## config.mk

```make
export PLATFORM = sky130hd
export DESIGN_NAME = alu_seq
export DESIGN_NICKNAME = d
export VERILOG_FILES = /design/src/rtl/alu_pkg.sv /design/src/rtl/alu_comb.sv /design/src/rtl/alu_seq.sv
export SDC_FILE = /design/constraint.sdc
export NUM_CORES = 1
export LEC_CHECK = 0
export CAP_MARGIN = 20
export CORE_AREA = 2 2 237 239
export CTS_BUF_LIST = sky130_fd_sc_hd__clkbuf_8
export DETAILED_ROUTE_END_ITERATION = 16
export DIE_AREA = 0 0 239 241
export GPL_TIMING_DRIVEN = 0
export PLACE_DENSITY = 0.69
export REMOVE_ABC_BUFFERS = 1
export SYNTH_ARGS = -nofsm -noshare
export SYNTH_HDL_FRONTEND = slang
export SYNTH_SLANG_ARGS = --single-unit
```

## constraint.sdc

```tcl
create_clock -name clk -period 9.05 [get_ports clk]
set_input_delay 2.715 -clock clk [delete_from_list [all_inputs] [get_ports clk]]
set_output_delay 2.715 -clock clk [all_outputs]
set_load 0.03 [all_outputs]
```

## src/rtl/alu_pkg.sv

```systemverilog
// alu_pkg: operation codes, FSM states and decode helpers shared by the ALU blocks
package alu_pkg;
   typedef enum logic [4:0] {
      OP_EQ, OP_NE, OP_LT, OP_GE, OP_LTU, OP_GEU, OP_ADD, OP_XOR, OP_OR, OP_AND, OP_SUB,
      OP_SLL, OP_SRL, OP_SRA, OP_MUL, OP_MULH, OP_MULHSU, OP_MULHU, OP_DIV, OP_DIVU,
      OP_REM, OP_REMU
   } op_e;
   typedef enum logic [1:0] {S_IDLE, S_MUL, S_DIV, S_DONE} state_e;
   function automatic logic is_mul(input logic [4:0] op);
      return op >= OP_MUL && op <= OP_MULHU;
   endfunction
   function automatic logic is_div(input logic [4:0] op);
      return op >= OP_DIV && op <= OP_REMU;
   endfunction
   function automatic logic a_signed(input logic [4:0] op);
      return op inside {OP_MUL, OP_MULH, OP_MULHSU, OP_DIV, OP_REM};
   endfunction
   function automatic logic b_signed(input logic [4:0] op);
      return op inside {OP_MUL, OP_MULH, OP_DIV, OP_REM};
   endfunction
endpackage

```

## src/rtl/alu_comb.sv

```systemverilog
// alu_comb: single-cycle compare/logic/add/shift datapath; flags codes beyond REMU as illegal
module alu_comb
   import alu_pkg::*;
#(
   parameter int WIDTH = 32
) (
   input  logic [4:0]       op,
   input  logic [WIDTH-1:0] a,
   input  logic [WIDTH-1:0] b,
   output logic [WIDTH-1:0] y,
   output logic             illegal
);
   localparam int SW = $clog2(WIDTH);
   logic [SW-1:0] sh;
   assign sh = b[SW-1:0];
   assign illegal = op > OP_REMU;
   always_comb begin
      y = '0;
      case (op)
         OP_EQ:  y = WIDTH'(a == b);
         OP_NE:  y = WIDTH'(a != b);
         OP_LT:  y = WIDTH'($signed(a) < $signed(b));
         OP_GE:  y = WIDTH'($signed(a) >= $signed(b));
         OP_LTU: y = WIDTH'(a < b);
         OP_GEU: y = WIDTH'(a >= b);
         OP_ADD: y = a + b;
         OP_XOR: y = a ^ b;
         OP_OR:  y = a | b;
         OP_AND: y = a & b;
         OP_SUB: y = a - b;
         OP_SLL: y = a << sh;
         OP_SRL: y = a >> sh;
         OP_SRA: y = $unsigned($signed(a) >>> sh);
         default: y = '0;
      endcase
   end
endmodule

```

## src/rtl/alu_seq.sv

```systemverilog
// alu_seq: handshaked ALU with iterative shift-add multiply and restoring divide.
// Mul/div run on magnitudes; one stored sign bit fixes up the result on entry to DONE.
module alu_seq
   import alu_pkg::*;
#(
   parameter int WIDTH   = 32,
   parameter int SHAMT_W = $clog2(WIDTH)
) (
   input  logic             clk,
   input  logic             rst,
   input  logic             inValid,
   output logic             inReady,
   input  logic [4:0]       operation,
   input  logic [WIDTH-1:0] dataIn0,
   input  logic [WIDTH-1:0] dataIn1,
   output logic             outValid,
   input  logic             outReady,
   output logic [WIDTH-1:0] dataOut,
   output logic             illegalOp
);
   state_e state, state_nx;
   logic [2*WIDTH-1:0] acc, acc_nx, pfin;
   logic [WIDTH-1:0] bop, amag, bmag, comb_y, fast_val, qfin, rfin, done_val;
   logic [WIDTH:0] msum, dtrial, ddiff;
   logic [SHAMT_W:0] cnt;
   logic [4:0] op_r;
   logic neg, accept, last, busy, an, bn, div_zero, ovf, fast, rem_op, comb_ill;
   alu_comb #(.WIDTH(WIDTH)) u_comb (.op(operation), .a(dataIn0), .b(dataIn1), .y(comb_y), .illegal(comb_ill));
   assign accept   = inValid && inReady;
   assign busy     = state == S_MUL || state == S_DIV;
   assign last     = cnt == (SHAMT_W+1)'(WIDTH-1);
   assign an       = a_signed(operation) && dataIn0[WIDTH-1];
   assign bn       = b_signed(operation) && dataIn1[WIDTH-1];
   assign amag     = an ? -dataIn0 : dataIn0;
   assign bmag     = bn ? -dataIn1 : dataIn1;
   assign rem_op   = operation == OP_REM || operation == OP_REMU;
   assign div_zero = dataIn1 == '0;
   assign ovf      = (operation == OP_DIV || operation == OP_REM) && dataIn0 == {1'b1, {(WIDTH-1){1'b0}}} && &dataIn1;
   assign fast     = is_div(operation) && (div_zero || ovf);
   assign fast_val = div_zero ? (rem_op ? dataIn0 : '1) : (rem_op ? '0 : dataIn0);
   // mul: acc = {partial sum, shifting multiplier}; div: acc = {remainder, shifting dividend/quotient}
   assign msum     = {1'b0, acc[2*WIDTH-1:WIDTH]} + (acc[0] ? {1'b0, bop} : '0);
   assign dtrial   = acc[2*WIDTH-1:WIDTH-1];
   assign ddiff    = dtrial - {1'b0, bop};
   assign acc_nx   = state == S_MUL ? {msum, acc[WIDTH-1:1]} :
                     ddiff[WIDTH] ? {acc[2*WIDTH-2:0], 1'b0} : {ddiff[WIDTH-1:0], acc[WIDTH-2:0], 1'b1};
   assign pfin     = neg ? -acc_nx : acc_nx;
   assign qfin     = neg ? -acc_nx[WIDTH-1:0] : acc_nx[WIDTH-1:0];
   assign rfin     = neg ? -acc_nx[2*WIDTH-1:WIDTH] : acc_nx[2*WIDTH-1:WIDTH];
   assign done_val = state == S_MUL ? (op_r == OP_MUL ? pfin[WIDTH-1:0] : pfin[2*WIDTH-1:WIDTH]) :
                     (op_r == OP_REM || op_r == OP_REMU) ? rfin : qfin;
   always_ff @(posedge clk or posedge rst)
      if (rst) state <= S_IDLE;
      else state <= state_nx;
   always_comb begin
      inReady  = state == S_IDLE || (state == S_DONE && outReady);
      outValid = state == S_DONE;
      state_nx = accept ? (is_mul(operation) ? S_MUL : is_div(operation) && !fast ? S_DIV : S_DONE) :
                 busy && last ? S_DONE :
                 state == S_DONE && outReady ? S_IDLE : state;
   end
   always_ff @(posedge clk or posedge rst)
      if (rst) begin
         acc       <= '0;
         bop       <= '0;
         cnt       <= '0;
         op_r      <= OP_EQ;
         neg       <= 1'b0;
         dataOut   <= '0;
         illegalOp <= 1'b0;
      end else if (accept) begin
         acc       <= {{WIDTH{1'b0}}, is_mul(operation) ? bmag : amag};
         bop       <= is_mul(operation) ? amag : bmag;
         cnt       <= '0;
         op_r      <= operation;
         neg       <= operation == OP_REM ? an : an ^ bn;
         dataOut   <= is_div(operation) ? fast_val : comb_y;
         illegalOp <= comb_ill;
      end else if (busy) begin
         acc <= acc_nx;
         cnt <= cnt + 1'b1;
         if (last) dataOut <= done_val;
      end
endmodule

```

==> results of run 1 <==
-- per-layer routing --
| layer | part of all wire (%) | GRT usage, % | vias up |
|---|---|---|---|
| met2 | 43 | 55.8 | 1672 |
| met4 | 7.2 | 22.2 | 2 |
| li1 | - | - | 12900 |
| met5 | 0.010 | 0 | - |
| met3 | 9.8 | 6.92 | 343 |
| met1 | 40 | 45.4 | 13100 |
-- cells in the final DEF, fill, tap and decap left out, types with 19 or more instances in the layout --
cell	instances
o221ai_1	19
o22ai_1	40
a21oi_1	314
nand3_1	60
o21a_1	24
o31ai_1	34
a31oi_1	38
o21bai_1	27
mux2i_1	133
o21ai_0	345
o211ai_1	112
xnor2_1	119
a221oi_1	52
nand2b_1	53
o41ai_1	20
dfrtp_1	142
inv_1	147
nand4_1	37
clkdlybuf4s50_1	102
nor4_1	24
nor3_1	85
and2_1	46
xor2_1	48
a211oi_1	53
ha_1	168
nor2_1	338
or3_1	26
nand2_1	371
a21o_1	54
-- worst max-delay path by stage --
stage | depth (start not counted) | from | slack [ps] | endpoint
6_report | 23 | acc[31] | 520 | dataOut[22]
3_5_place_dp | 16 | dataIn1[1] | 90 | dataOut[31]
2_1_floorplan | 15 | state[1] | 610 | dataOut[22]
4_1_cts | 23 | acc[31] | 400 | dataOut[22]
5_1_grt | 23 | acc[31] | 150 | dataOut[22]
3_3_place_gp | 15 | dataIn1[0] | -3370 | dataOut[29]
-- critical path, stage by stage, from the launching register on --
cell      delay (ps)
dfrtp_1          590
inv_1            340
ha_1             240
fa_1             210
nand2b_1         230
a211oi_2         160
o21ai_2          350
a2111o_1         530
nand3_1          730
nand2_2          760
nor2_1           150
a21oi_1          210
ha_1             300
o211ai_1         180
or4_1            580
nor2_1           120
and2_1           310
nand2_1          330
or2_1            400
or3_1            530
o41ai_1          480
xor2_1           210
a221oi_1         110
a221o_1          310
-- power groups by stage --
stage / sequential (mW) / clock [mW] / combinational (mW)
floorplan: 1.39 / 0 / 5.31
global placement: 1.41 / 0 / 7.45
detailed placement: 1.41 / 0 / 7.46
CTS: 1.40 / 0.534 / 7.52
global route: 1.44 / 0.557 / 8.41
finish: 1.40 / 0.530 / 7.77
-- kinds of logic (layout without fill, tap and decap cells) --
family | count (synthesis) | count (layout)
other | 0 | 1
and+or+nand+nor | 1146 | 1146
buffers and inverters | 415 | 333
adders and majority gates | 174 | 174
xor gates and xnor gates | 167 | 167
AOI/OAI and AO/OA | 1314 | 1314
DFF | 143 | 143
muxes | 166 | 166
-- layout make-up --
type / count / area [um2] / area share, %
inverters: 152 / 579 / 2.17
diodes: 1 / 2.50 / 0.00935
multi-input cells: 2967 / 19600 / 73.2
clock buffers: 17 / 234 / 0.875
repair buffers: 150 / 1740 / 6.51
flip-flops and latches: 143 / 3580 / 13.4
well taps: 704 / 881 / 3.29
clock inverters: 14 / 144 / 0.538
-- metrics by stage --
stage	area (um2)	worst slack [ps]	utilization [%]
after floorplan	23600	607	-
after global placement	25600	-3370	46.6
after detailed placement	26300	90.3	47.9
after CTS	26600	398	48.6
after global routing	26700	149	48.7
final	26700	517	48.7
-- synth_stat cells, types with 18 or more instances --
library cell	count
mux2i_1	133
o21ai_0	345
o21a_1	24
a221oi_1	52
o221ai_1	19
o31ai_1	35
nand4_1	37
a21o_1	54
or3_1	26
a31oi_1	38
nand2b_1	54
and3_1	18
a211oi_1	53
nor3_1	87
and2_1	47
a21oi_1	315
nor2_1	340
nand2_1	372
ha_1	170
o22ai_1	40
o21bai_1	27
xor2_1	48
dfrtp_1	143
buf_1	33
nand3_1	61
inv_1	150
o211ai_1	112
nor4_1	25
xnor2_1	119
o41ai_1	20
clkbuf_1	217
mux4_2	18
-- flip-flops by register name, indices dropped and copies added, names as in the netlist --
signal and flops:
neg 1, dataOut 32, illegalOp 1, state 2
acc 64, op_r 5, bop 32, cnt 6
-- what timing repair did --
| action | 4_1_cts | 5_1_grt |
|---|---|---|
| setup buffers | 0 | 5 |
| resized for setup | 0 | 1 |
| hold endpoints to repair | 0 | 0 |
| setup endpoints to repair | 0 | 3 |
==> qor.csv, run 1 <==
metric,value,unit
DIE AREA,57600,um2
syn avg cell area,6.99,um2
Worst-path clk slew,90,ps
Startpoint Class,register,
NetSw,5.64,mW
total power draw,9.70,mW
hpwl dp,81900,um
Num CTS Buffers,17,
fin nets,3678,
Non-Filler Instances,4148,
RSZ-0062 raised after global routing,false,
f_max,117,MHz
H-Tree Depth,4,
Lkg Pwr,10.6,nW
Crit Path Class,register to register,
Layout area overhead,8.56,%
Synth Area in XOR/XNOR,5.94,%
Antenna Nets Post-Route,0,
final hold violations,0,
routed vias,28000,
CP Max Fanout,19,
routability cong.,1.05,
Yosys top cell area share,14.5,%
GR Util All Layers,35.7,%
worst path required time,9430,ps
RR Endpoint,dataOut[22],
r2r setup slk,520,ps
HP Class,register to register,
first-pass GRT wire length,158000,um
# fillers,5576,
# DRC,0,
Sw Share,58.1,%
Final period util,94.3,%
count of cell types in the netlist,101,
ys async rst share,100,%
layout cells sized above 1,5.26,%
Via-to-Cell Ratio,6.75,
clk sinks,143,
Least-Margin Pin Slew,1170,ps
port bufs,107,
Synth Area in Compound Gates,34.8,%
CP Capture Type,register,
Slew Limit Headroom,21.6,%
Root Buffer,clkbuf_8,
CTS tree,done,
simple-gate share of the synthesized area,21.7,%
max_cap viols,0,
IO Count,108,
internal power,4.07,mW
Final Slew Violations,0,
Main synth FF type,dfrtp_1,
Comb pwr share,80.1,%
Clock Latency Late Sink,510,ps
final number of setup-violating endpoints,0,
status,"complete, no violations",
DRC marker count from the first detailed-route iteration,3620,
grt ovf,0,
Initial DRT Pass Iterations,7,
number of hold buffers added after cts,0,
beginning of the worst register-to-register path,acc[31],
Hold Path Stages,2,
biggest area contributors in the synthesized netlist,"dfrtp_1 (15%), ha_1 (8.6%), o21ai_0 (7.0%)",
dpl cells,4108,
adder-cell share of the synthesized area,8.96,%
Core Rows,86,
initial antenna violation count,3,
minimum clock period,8530,ps
drt total wl,105000,um
R2R depth,23,
arrival time worst endpoint,8920,ps
largest family of logic cells by synthesized area,compound AO/OA/AOI/OAI gates,
die width,239,um
Hold Path End,illegalOp,
Clk network pwr share,5.5,%
Synth Register Bits,143,
Hold WS,488,ps
Hold Crit Start,illegalOp,
mux cell area share after synthesis,7.75,%
routed len/inst,25.4,um
Sum Neg Setup Slack,0,ps
die height,241,um
Initial Util,44.9,%
Mapped Cells,3525,
area of the mapped netlist,24600,um2
Max Clock Skew,14.5,ps
clk buf depth,2,
core box area,54900,um2
Yosys Warn Count,0,
number of global-route vias before repair,25600,
"EDFF count, synth",0,
largest net degree at the start of global routing,102,
post-synth top area cell,dfrtp_1,
Flop pwr share,14.4,%
Pwr Density,363,nW/um2
post-synthesis sequential area ratio,14.5,%
VDD IR max,288,uV
Note: power is estimated with default switching activity, not from simulation.
==> run 2: changes to the inputs <==
--- a/config.mk
+++ b/config.mk
@@ -11,8 +11,9 @@
 export DETAILED_ROUTE_END_ITERATION = 16
 export DIE_AREA = 0 0 239 241
 export GPL_TIMING_DRIVEN = 0
-export PLACE_DENSITY = 0.69
+export PLACE_DENSITY = 0.66
 export REMOVE_ABC_BUFFERS = 1
+export SKIP_CTS_REPAIR_TIMING = 1
 export SYNTH_ARGS = -nofsm -noshare
 export SYNTH_HDL_FRONTEND = slang
 export SYNTH_SLANG_ARGS = --single-unit
==> constraint.sdc (replaced) <==
create_clock -name clk -period 9.37 [get_ports clk]
set_input_delay 2.811 -clock clk [delete_from_list [all_inputs] [get_ports clk]]
set_output_delay 2.811 -clock clk [all_outputs]
set_load 0.03 [all_outputs]
==> qor.csv, run 2 (synthesis gave the netlist of run 1 again) <==
metric,value,unit,change
Pwr Density,351,nW/um2,-3.1%
NetSw,5.46,mW,-3.1%
most frequent cells in the layout,"nand2_1 (371), o21ai_0 (345), nor2_1 (338)",,
routed vias,27800,,-0.84%
largest net degree at the start of global routing,101,,-0.98%
Layout area overhead,8.71,%,
IO Count,108,,unchanged
Initial Util,44.9,%,unchanged
ant diodes,0,,-1
CP Max Fanout,99,,+80
DP Area,26300,um2,about the same
die height,241,um,unchanged
CP Capture Type,register,,
internal power,3.95,mW,-2.9%
Flop pwr share,14.4,%,about the same
Final Slew Violations,0,,unchanged
worst path required time,9720,ps,+290 ps
Slew Limit Headroom,25.0,%,+3.4 points
Worst-path clk slew,90,ps,about the same
clk buf depth,2,,unchanged
port bufs,107,,unchanged
DIE AREA,57600,um2,unchanged
die width,239,um,unchanged
Startpoint Class,primary input,,
Num CTS Buffers,17,,unchanged
fin nets,3676,,-0.054%
routed len/inst,25.8,um,+1.6%
CP max stage delay,880,ps,+120 ps
grt ovf,0,,unchanged
drt total wl,107000,um,+1.6%
arrival time worst endpoint,9370,ps,+450 ps
status,"complete, no violations",,
top flop regs,"acc (64), bop (32), dataOut (32)",,
CTS tree,done,,
GR Util All Layers,36.3,%,+0.57 points
final number of setup-violating endpoints,0,,unchanged
# DRC,0,,unchanged
Largest register FFs,64,,unchanged
first-pass GRT wire length,159000,um,+0.84%
Top reg by flops,acc,,
number of global-route vias before repair,25000,,-2.3%
total power draw,9.41,mW,-3.0%
HP Class,register to register,,
core box area,54900,um2,unchanged
routability cong.,1.03,,-2.0%
DRC marker count from the first detailed-route iteration,3130,,-14%
Initial DRT Pass Iterations,6,,-1
max_cap viols,0,,unchanged
minimum clock period,9020,ps,
"delay-heaviest family, CP",compound AO/OA/AOI/OAI gates,,
Hold WS,486,ps,-1.63 ps
Register Area,3580,um2,unchanged
Clk network pwr share,5.7,%,+0.2 points
Max Clock Skew,22.3,ps,+7.75 ps
Sum Neg Setup Slack,0,ps,unchanged
initial antenna violation count,3,,unchanged
Final period util,96.3,%,
Crit Path Class,primary input to register,,
Least-Margin Pin Slew,1120,ps,-56.7 ps
H-Tree Depth,4,,unchanged
Clock Latency Late Sink,520,ps,about the same
Multi-input gate area,19600,um2,about the same
CP bufs+invs,2,,+1
Comb pwr share,79.9,%,-0.2 points
Antenna Nets Post-Route,0,,unchanged
Lkg Pwr,10.6,nW,+0.26%
RSZ-0062 raised after global routing,false,,
Sw Share,58.0,%,-0.062 points
f_max,111,MHz,
"Slowest-stage cell, CP",clkinv_1,,
cell area after layout,26800,um2,+0.14%
final hold violations,0,,unchanged
clk sinks,143,,unchanged
layout cells sized above 1,5.20,%,-0.057 points
Root Buffer,clkbuf_8,,
CP cell instances,buf_4 -> clkinv_1 -> ha_1 -> a21o_1 -> a21o_1 -> a2111oi_0 -> o21ai_0 -> nand3_1 -> a31oi_1 -> a211o_1 -> a21oi_1 -> o21bai_1 -> a211oi_1 -> xnor2_1 -> a211oi_1 -> o22ai_1,,
"most common cell after layout, fill and taps aside",nand2_1,,
Via-to-Cell Ratio,6.70,,-0.79%
fin util,48.8,%,+0.068 points
Core Rows,86,,unchanged
VDD IR max,231,uV,-20%
hpwl dp,83400,um,+1.9%
# fillers,5529,,-0.84%
run 2: worst paths after layout:
check | startpoint | to | slack [ps] | depth (start not counted)
worst max-delay path | dataIn1[1] | dataOut[31] | 350 | 16
worst min-delay path | illegalOp | illegalOp | 490 | 2
worst max register to register | acc[31] | dataOut[22] | 390 | 23
worst min register to register | illegalOp | illegalOp | 490 | 2
max in group asynchronous | rst | acc[62] | 5750 | 3
min in group asynchronous | rst | dataOut[2] | 2760 | 2
run 2: worst register-to-register path, cell delays in order, from the launching register on:
cell	delay, ps
dfrtp_1	750
inv_1	340
ha_1	320
fa_1	400
nand2b_1	260
a211oi_2	390
o21ai_2	200
a2111oi_4	890
o21ai_1	470
nand2_2	580
nor2_1	100
a21oi_1	230
ha_1	310
o211ai_1	180
or4_1	580
nor2_1	130
and2_1	320
nand2_1	350
or2_1	400
or3_1	530
o41ai_1	460
xor2_1	220
a221oi_1	120
a221o_1	320
run 2: layout make-up:
class                      instances  area share [%]
tap                              704            3.29
sequential                       143            13.4
inverter                         152            2.15
timing repair buffer             148            6.56
multi-input combinational       2967            73.1
clock buffer                      18           0.925
clock inverter                    14           0.575
run 2: stage by stage:
stage	cells	setup slack, ps
after floorplan	3262	927
after global placement	4073	-3200
after detailed placement	4108	280
after CTS	4140	684
after global routing	4146	141
final	4146	347
run 2: power by group through the flow:
| stage | sequential, mW | combinational (mW) | clock [mW] |
|---|---|---|---|
| 6_report | 1.35 | 7.52 | 0.537 |
| 5_1_grt | 1.39 | 8.14 | 0.565 |
| 4_1_cts | 1.35 | 7.30 | 0.540 |
| 3_5_place_dp | 1.36 | 7.24 | 0 |
| 3_3_place_gp | 1.37 | 7.24 | 0 |
| 2_1_floorplan | 1.34 | 5.13 | 0 |
run 2: layer usage:
metal	track usage, %	vias up	part of all wire (%)
li1	-	12900	-
met1	47.0	13100	41
met2	58.3	1532	45
met3	5.34	307	8.7
met4	19.7	4	6.0
met5	0	-	0.015
